### config.mk
export PLATFORM = sky130hd
export DESIGN_NAME = output_collector
export DESIGN_NICKNAME = d
export VERILOG_FILES = /design/src/rtl/output_collector.sv
export SDC_FILE = /design/constraint.sdc
export NUM_CORES = 2
export LEC_CHECK = 0
export ABC_AREA = 1
export BUFFER_PORTS_ARGS = -buffer_cell sky130_fd_sc_hd__buf_2
export CORE_ASPECT_RATIO = 1.1
export CORE_MARGIN = 2
export CORE_UTILIZATION = 27
export DETAILED_ROUTE_END_ITERATION = 10
export GPL_ROUTABILITY_DRIVEN = 0
export HOLD_SLACK_MARGIN = 0.15
export SYNTH_ARGS = -nofsm -noshare
export SYNTH_HDL_FRONTEND = slang
export SYNTH_SLANG_ARGS = --single-unit
### constraint.sdc
create_clock -name clk -period 8.4 [get_ports clk]
set_input_delay 0.84 -clock clk [delete_from_list [all_inputs] [get_ports clk]]
set_output_delay 0.84 -clock clk [all_outputs]
set_load 0.02 [all_outputs]
### src/rtl/output_collector.sv
// Output-face collector: deskews the column-staggered partial-sum stream into whole
// rows, buffers them in a row FIFO and drains one row per valid/ready beat.
module output_collector #(
    parameter int SYS_COLS   = 4,
    parameter int P_BITWIDTH = 32,
    parameter int A_ROWS     = 8,
    parameter int DEPTH      = 16
) (
    input  logic                                 clk,
    input  logic                                 rst,
    input  logic                                 clr,
    input  logic                                 start,
    input  logic [SYS_COLS-1:0][P_BITWIDTH-1:0]  of_data,
    output logic [SYS_COLS-1:0][P_BITWIDTH-1:0]  o_data,
    output logic                                 o_valid,
    input  logic                                 o_ready,
    output logic                                 o_last,
    output logic                                 busy,
    output logic                                 done,
    output logic                                 err_overflow,
    output logic [1:0]                           dbg_state
);

    // Handshake: a row transfers on any rising edge where o_valid & o_ready are both
    // high; while o_valid=1 and o_ready=0, o_data/o_last hold the same FIFO head.

    localparam int W    = SYS_COLS * P_BITWIDTH;
    localparam int CW   = $clog2(A_ROWS + SYS_COLS);
    localparam int AW   = $clog2(DEPTH);
    localparam int CNTW = AW + 1;

    localparam logic [CW-1:0]   PUSH_CNT = CW'(SYS_COLS - 1);
    localparam logic [CW-1:0]   LAST_CNT = CW'(A_ROWS + SYS_COLS - 2);
    localparam logic [CNTW-1:0] FULL_CNT = CNTW'(DEPTH);

    typedef enum logic [1:0] {
        IDLE    = 2'd0,
        CAPTURE = 2'd1,
        DRAIN   = 2'd2
    } state_t;

    // Column c needs SYS_COLS-1-c stages so every column lines up with the last one.
    logic [SYS_COLS-1:0][P_BITWIDTH-1:0] row_aligned;

    for (genvar c = 0; c < SYS_COLS; c++) begin : g_col
        localparam int D = SYS_COLS - 1 - c;
        if (D == 0) begin : g_pass
            assign row_aligned[c] = of_data[c];
        end else begin : g_dl
            logic [P_BITWIDTH-1:0] dl_q [D];
            logic [P_BITWIDTH-1:0] dl_d [D];

            always_comb begin
                dl_d[0] = of_data[c];
                for (int k = 1; k < D; k++) begin
                    dl_d[k] = dl_q[k-1];
                end
            end

            always_ff @(posedge clk) begin
                dl_q <= dl_d;
            end

            assign row_aligned[c] = dl_q[D-1];
        end
    end

    state_t          state_q, state_d;
    logic [CW-1:0]   cnt_q, cnt_d;
    logic            busy_q, busy_d;
    logic            done_q, done_d;
    logic            err_q, err_d;
    logic [AW-1:0]   wr_ptr_q, wr_ptr_d;
    logic [AW-1:0]   rd_ptr_q, rd_ptr_d;
    logic [CNTW-1:0] count_q, count_d;
    logic [W:0]      mem_q [DEPTH];
    logic [W:0]      mem_d [DEPTH];

    logic       push, pop, full, wr_en;
    logic [W:0] head;

    assign head    = mem_q[rd_ptr_q];
    assign o_valid = (count_q != '0);
    assign o_data  = o_valid ? head[W-1:0] : '0;
    assign o_last  = o_valid & head[W];
    assign busy         = busy_q;
    assign done         = done_q;
    assign err_overflow = err_q;
    assign dbg_state    = state_q;

    assign full  = (count_q == FULL_CNT);
    assign push  = (state_q == CAPTURE) && (cnt_q >= PUSH_CNT);
    assign pop   = o_valid && o_ready;
    assign wr_en = push && (!full || pop);

    always_comb begin
        state_d  = state_q;
        cnt_d    = cnt_q;
        busy_d   = busy_q;
        done_d   = 1'b0;
        err_d    = err_q;
        wr_ptr_d = wr_ptr_q;
        rd_ptr_d = rd_ptr_q;
        count_d  = count_q;
        mem_d    = mem_q;

        // cnt counts cycles since start, so the start cycle itself is cnt=0.
        case (state_q)
            IDLE: begin
                if (start) begin
                    state_d = CAPTURE;
                    cnt_d   = CW'(1);
                    busy_d  = 1'b1;
                end
            end
            CAPTURE: begin
                cnt_d = cnt_q + CW'(1);
                if (cnt_q == LAST_CNT) begin
                    state_d = DRAIN;
                end
            end
            DRAIN: begin
                if (pop && o_last) begin
                    state_d = IDLE;
                    cnt_d   = '0;
                    busy_d  = 1'b0;
                    done_d  = 1'b1;
                end
            end
            default: state_d = IDLE;
        endcase

        if (wr_en) begin
            mem_d[wr_ptr_q] = {(cnt_q == LAST_CNT), row_aligned};
            wr_ptr_d        = wr_ptr_q + AW'(1);
        end
        if (pop) begin
            rd_ptr_d = rd_ptr_q + AW'(1);
        end
        if (wr_en && !pop) begin
            count_d = count_q + CNTW'(1);
        end else if (pop && !wr_en) begin
            count_d = count_q - CNTW'(1);
        end
        if (push && full && !pop) begin
            err_d = 1'b1;
        end

        if (clr) begin
            state_d  = IDLE;
            cnt_d    = '0;
            busy_d   = 1'b0;
            done_d   = 1'b0;
            err_d    = 1'b0;
            wr_ptr_d = '0;
            rd_ptr_d = '0;
            count_d  = '0;
        end
    end

    always_ff @(posedge clk or negedge rst) begin
        if (!rst) begin
            state_q  <= IDLE;
            cnt_q    <= '0;
            busy_q   <= 1'b0;
            done_q   <= 1'b0;
            err_q    <= 1'b0;
            wr_ptr_q <= '0;
            rd_ptr_q <= '0;
            count_q  <= '0;
        end else begin
            state_q  <= state_d;
            cnt_q    <= cnt_d;
            busy_q   <= busy_d;
            done_q   <= done_d;
            err_q    <= err_d;
            wr_ptr_q <= wr_ptr_d;
            rd_ptr_q <= rd_ptr_d;
            count_q  <= count_d;
        end
    end

    // Row storage is qualified by count, so it needs no reset.
    always_ff @(posedge clk) begin
        mem_q <= mem_d;
    end

endmodule

; Yosys cells after proc, flatten, opt, wreduce, memory -nomap -nowiden
; Index checks and enable logic that the tools add are counted.
; W data, S select, Z words.
[word_totals]
regBits = 2278
elab_cells = 105
[op_classes]
add_sub_neg = 5
magnitude_cmp = 4
n_eq_ne = 7
mux = 32
n_bitwise = 3
n_reduce_logical = 24
[ops]
columns = operator, n
row1 = $bwmux W2064, 1
row2 = $bmux W129 S4, 1
row3 = $demux W129 S4, 1
row4 = $mux W129, 3
row5 = $mux W128, 1
row6 = $mux W4, 7
row7 = $mux W5, 3
row8 = $add A4 B1 Y4 const B, 3
row9 = $pmux W4 S3, 1
row10 = $ge A5 B5 Y1 const B, 2
row11 = $not A4 Y5, 2
row12 = $logic_and A1 B1 Y1, 9
row13 = $reduce_and A3 Y1, 3
row14 = $mux W1, 8
row15 = $mux W2, 4
row16 = $ne A3 B3 Y1 const B, 2
row17 = $pmux W2 S3, 1
row18 = $reduce_bool A2 Y1, 3
row19 = $reduce_bool A3 Y1, 2
row20 = $add A5 B1 Y5 const B, 1
row21 = $eq A5 B5 Y1 const B, 1
row22 = $lt A5 B1 Y1 const B, 1
row23 = $reduce_bool A5 Y1, 1
row24 = $sub A5 B1 Y5 const B, 1
row25 = other kinds (11), 13

; Logic depth before layout (Yosys ltp)
[logic_depth]
word_depth = 9
mapped_depth = 13
depth_no_buf = 13

; Worst setup path before layout
; OpenSTA, ideal clock, no wires.
[synth_timing]
kind = register -> register
startpoint = reg state_q[1], in the netlist dbg_state[1]
endpoint = reg mem_q[0] (netlist name) (enable)
setup_time_ns = 0.619
arrival_time_ns = 6.688
slack_ns = 1.093
stages_incl_launch_ff = 7
n_path_buf = 0
synth_period_minus_slack_ns = 7.307
cell_sequence = dfrtp_1 > inv_1 > ha_1 > o31ai_1 > nor2_2 > nand2_1 > nor2_1
[synth_via]
elab_chain_len = 3
[synth_lines]
columns = item, line
row1 = "start, declared", 68  ; state_t state_q, state_d;
row2 = "start signal, assigned", 172  ; state_q <= state_d;
row3 = $eq A2 B1 Y1, 92  ; assign push = (state_q == CAPTURE) && (cnt_q >= PUSH_CNT);
row4 = $logic_and A1 B1 Y1, 92
row5 = $logic_and A1 B1 Y1, 94  ; assign wr_en = push && (!full || pop);
row6 = "end signal, assigned", 185  ; mem_q <= mem_d;
row7 = "end, declared", 76  ; logic [W:0] mem_q [DEPTH];
; No other way between the ends.
; A chain may end at the register's enable or synchronous reset.

==> impl_metrics.yaml <==
power_and_ir_drop:
  cellPowerDensity_nw_per_um2: 297
  worst_ir_drop_vdd_mv: 0.379
  total_power_uw: 29500
  p_leak_uw: 0.0312
synth:
  syn_area_sq_um: 85000
  synth_top_area_share_pct: 72.9
  syn_nets: 6025
  yosysUniqueCellTypes: 37
  syn_inst: 5876
  yosysWarnings: 0
  yosysSeqAreaShare_pct: 78.1
  synth_area_leaders: "edfxtp_1, o21ai_0, nor2_1"
  yosysTopAreaCell: "edfxtp_1"
  yosys_register_bits: 2278
  syn_area_per_cell_sq_um: 14.5
global_route:
  track_usage_pct: 14.5
  grt_pass1_vias: 51200
  grt_antenna_before_repair: 36
  grt_first_pass_wirelength_mm: 348
  grt_max_degree: 303
  grt-ovfl-total: 0
setup_path:
  rr_worst_depth: 12
  worstSetupPathType: "reg -> out"
  path_max_fanout: 194
  required_ps: 7560
  r2r-start: "rd_ptr_q[0]$_DFFE_PN0P_"
  critPathArrivalTime_ps: 5120
  critical_path.startpoint_type: "register"
  r2r-end: "cnt_q[0]$_DFFE_PN0P_"
  ff2ff_setup_slack_ps: 4170
  cp-end-kind: "output port"
clock_network:
  h-tree-depth: 4
  clk_latency_ps: 890
  cts_tree: "built"
  cts_setup_buffers: 0
  cts_root_buf: "clkbuf_16"
  clock_tree.buffer_depth: 4
  clk_pin_slew_ps: 60
  numCtsBuffers: 237
  cts.sinks: 2278
place:
  dp_hpwl_mm: 114
  port_buffers: 267
worst_hold_path:
  hold_path_class: "in -> reg"
  worstHoldStart: "of_data[87]"
  whs_endpoint: "g_col[2].g_dl.dl_q[23]$_DFF_P_"
  hold_path_depth: 1
timing:
  hold_viol: 0
  hold_ws_ps: 220
  fmax_mhz: 168
  clock_skew_ps: 116
  rsz0062_at_grt: "no"
  drv_slew: 0
  tns_ps: 0
  fin_crit_ps: 5960
  tightest_slew_ps: 1340
  setup_viol: 0
  slew_headroom_pct: 10.4
  finalCritPeriodShare_pct: 71.0
floorplanning:
  die_area_sq_um: 319000
  fp.dieW_microns: 539
  rows: 216
  coreArea_sq_um: 314000
  start_util_pct: 27.1
  ios: 268
  die_y_microns: 592
outcome:
  run_status: "finished clean"
drt:
  routedWlPerCell_microns: 23.0
  vias_per_cell: 5.02
  antenna_left: 0
  dr.pass1.iters: 7
  wirelength_mm: 240
  drtIter0Drc: 5525
  drc: 0
  vias: 52400
run:
  cap_violations: 0
finish:
  drive_gt1_share_pct: 11.7
  syn2layout_area_growth_pct: 16.8
  final_nets: 6252
[state kept, by name, indices dropped and copies added (netlist names)]
name and flops:
done 1, err_overflow 1, wr_ptr_q 4, g_col.g_dl.dl_d 96, count_q 5, mem_q 2064, cnt_q 4, busy 1
dbg_state 2, rd_ptr_q 4, g_col.g_dl.dl_q 96
[routing by layer]
layer,track usage [%],wire length [microns]
met3,2.69,17900
met1,19.9,104000
met4,3.84,5950
met5,0,26
met2,23.5,112000
[where the power goes]
group | switching, uW | internal, uW
Combinational | 4700 | 1590
Sequential | 183 | 12400
Clock | 4350 | 6210
[synth_stat cells (all sizes together)]
| library cell | number |
|---|---|
| nor4 | 1 |
| dfrtp | 22 |
| a31oi | 1 |
| o21ai | 1035 |
| buf | 149 |
| nor2 | 1052 |
| nand4 | 10 |
| o31ai | 1 |
| ha | 15 |
| a21oi | 132 |
| o22ai | 142 |
| nor3b | 1 |
| dfxtp | 192 |
| o21bai | 1 |
| xnor2 | 2 |
| nand3 | 145 |
| nor3 | 5 |
| o221ai | 372 |
| edfxtp | 2064 |
| a22oi | 1 |
| fa | 1 |
| clkbuf | 296 |
| xor2 | 2 |
| o21a | 2 |
| inv | 34 |
| o211ai | 140 |
| nand2 | 58 |
[critical path: stages, from the launching register on]
cell	delay, ps
dfrtp_4	770
buf_12	530
buf_4	770
buf_4	760
o21ai_0	220
o221ai_1	250
nand3_1	120
a21oi_1	430
buf_2	250
[stage by stage]
stage	util [%]	area [sq um]	setup slack, ps	instances
after floorplan	-	85000	1090	5876
after global placement	28.8	90500	3320	9917
after detailed placement	28.8	90500	3290	9917
after CTS	31.6	99200	2290	10400
after global routing	31.6	99300	1900	10400
final	31.6	99300	2440	10500
[repair_timing]
action | 4_1_cts | 5_1_grt
resized for setup | 0 | 0
hold buffers | 89 | 0
endpoints found under the setup margin | 0 | 0
endpoints found under the hold margin | 110 | 0
[worst max-delay path by stage]
stage                     slack, ps                 end  depth (start not counted)                     start
after floorplan                1090  mem_q[0]$_DFFE_PP_                          6  dbg_state[1]$_DFFE_PN0P_
after global placement         3320         o_data[113]                          8   rd_ptr_q[0]$_DFFE_PN0P_
after detailed placement       3290         o_data[113]                          8   rd_ptr_q[0]$_DFFE_PN0P_
after CTS                      2290         o_data[113]                          8   rd_ptr_q[0]$_DFFE_PN0P_
after global routing           1900         o_data[108]                          8   rd_ptr_q[0]$_DFFE_PN0P_
final                          2440         o_data[108]                          8   rd_ptr_q[0]$_DFFE_PN0P_
[logic make-up (layout without fill, tap and decap cells)]
logic type,after synthesis,in the layout,share of synthesized area (%)
other,0,8,0
and+or+nand+nor,1272,1272,5.89
AOI/OAI and AO/OA,1827,1827,13.0
DFF,2278,2278,78.1
adders and majority gates,16,16,0.244
buffers and inverters,479,903,2.71
xor gates and xnor gates,4,4,0.0412
[placed cells by master (no fill, tap or decap), types with 43 or more instances in the layout]
cell and n:
edfxtp_1 2064, nor2_1 1035, o21ai_0 989, o221ai_1 372, buf_2 267, clkbuf_16 239
dfxtp_1 192, nand3_1 144, o22ai_1 142, o211ai_1 140, a21oi_1 132, dlygate4sd3_1 89
nand2_1 57, clkinv_2 49, buf_4 49, o21ai_1 46, clkbuf_1 43
[area by class of cell]
cell class | count | area, sq um
clock inverters | 129 | 1410
multi-input cells | 3119 | 16400
fillers | 30600 | 215000
well taps | 4142 | 5180
clock buffers | 307 | 6490
diodes | 8 | 20.0
repair buffers | 433 | 3160
inverters | 34 | 181
flip-flops and latches | 2278 | 66400
No activity file was read; power rests on OpenSTA's default activity.
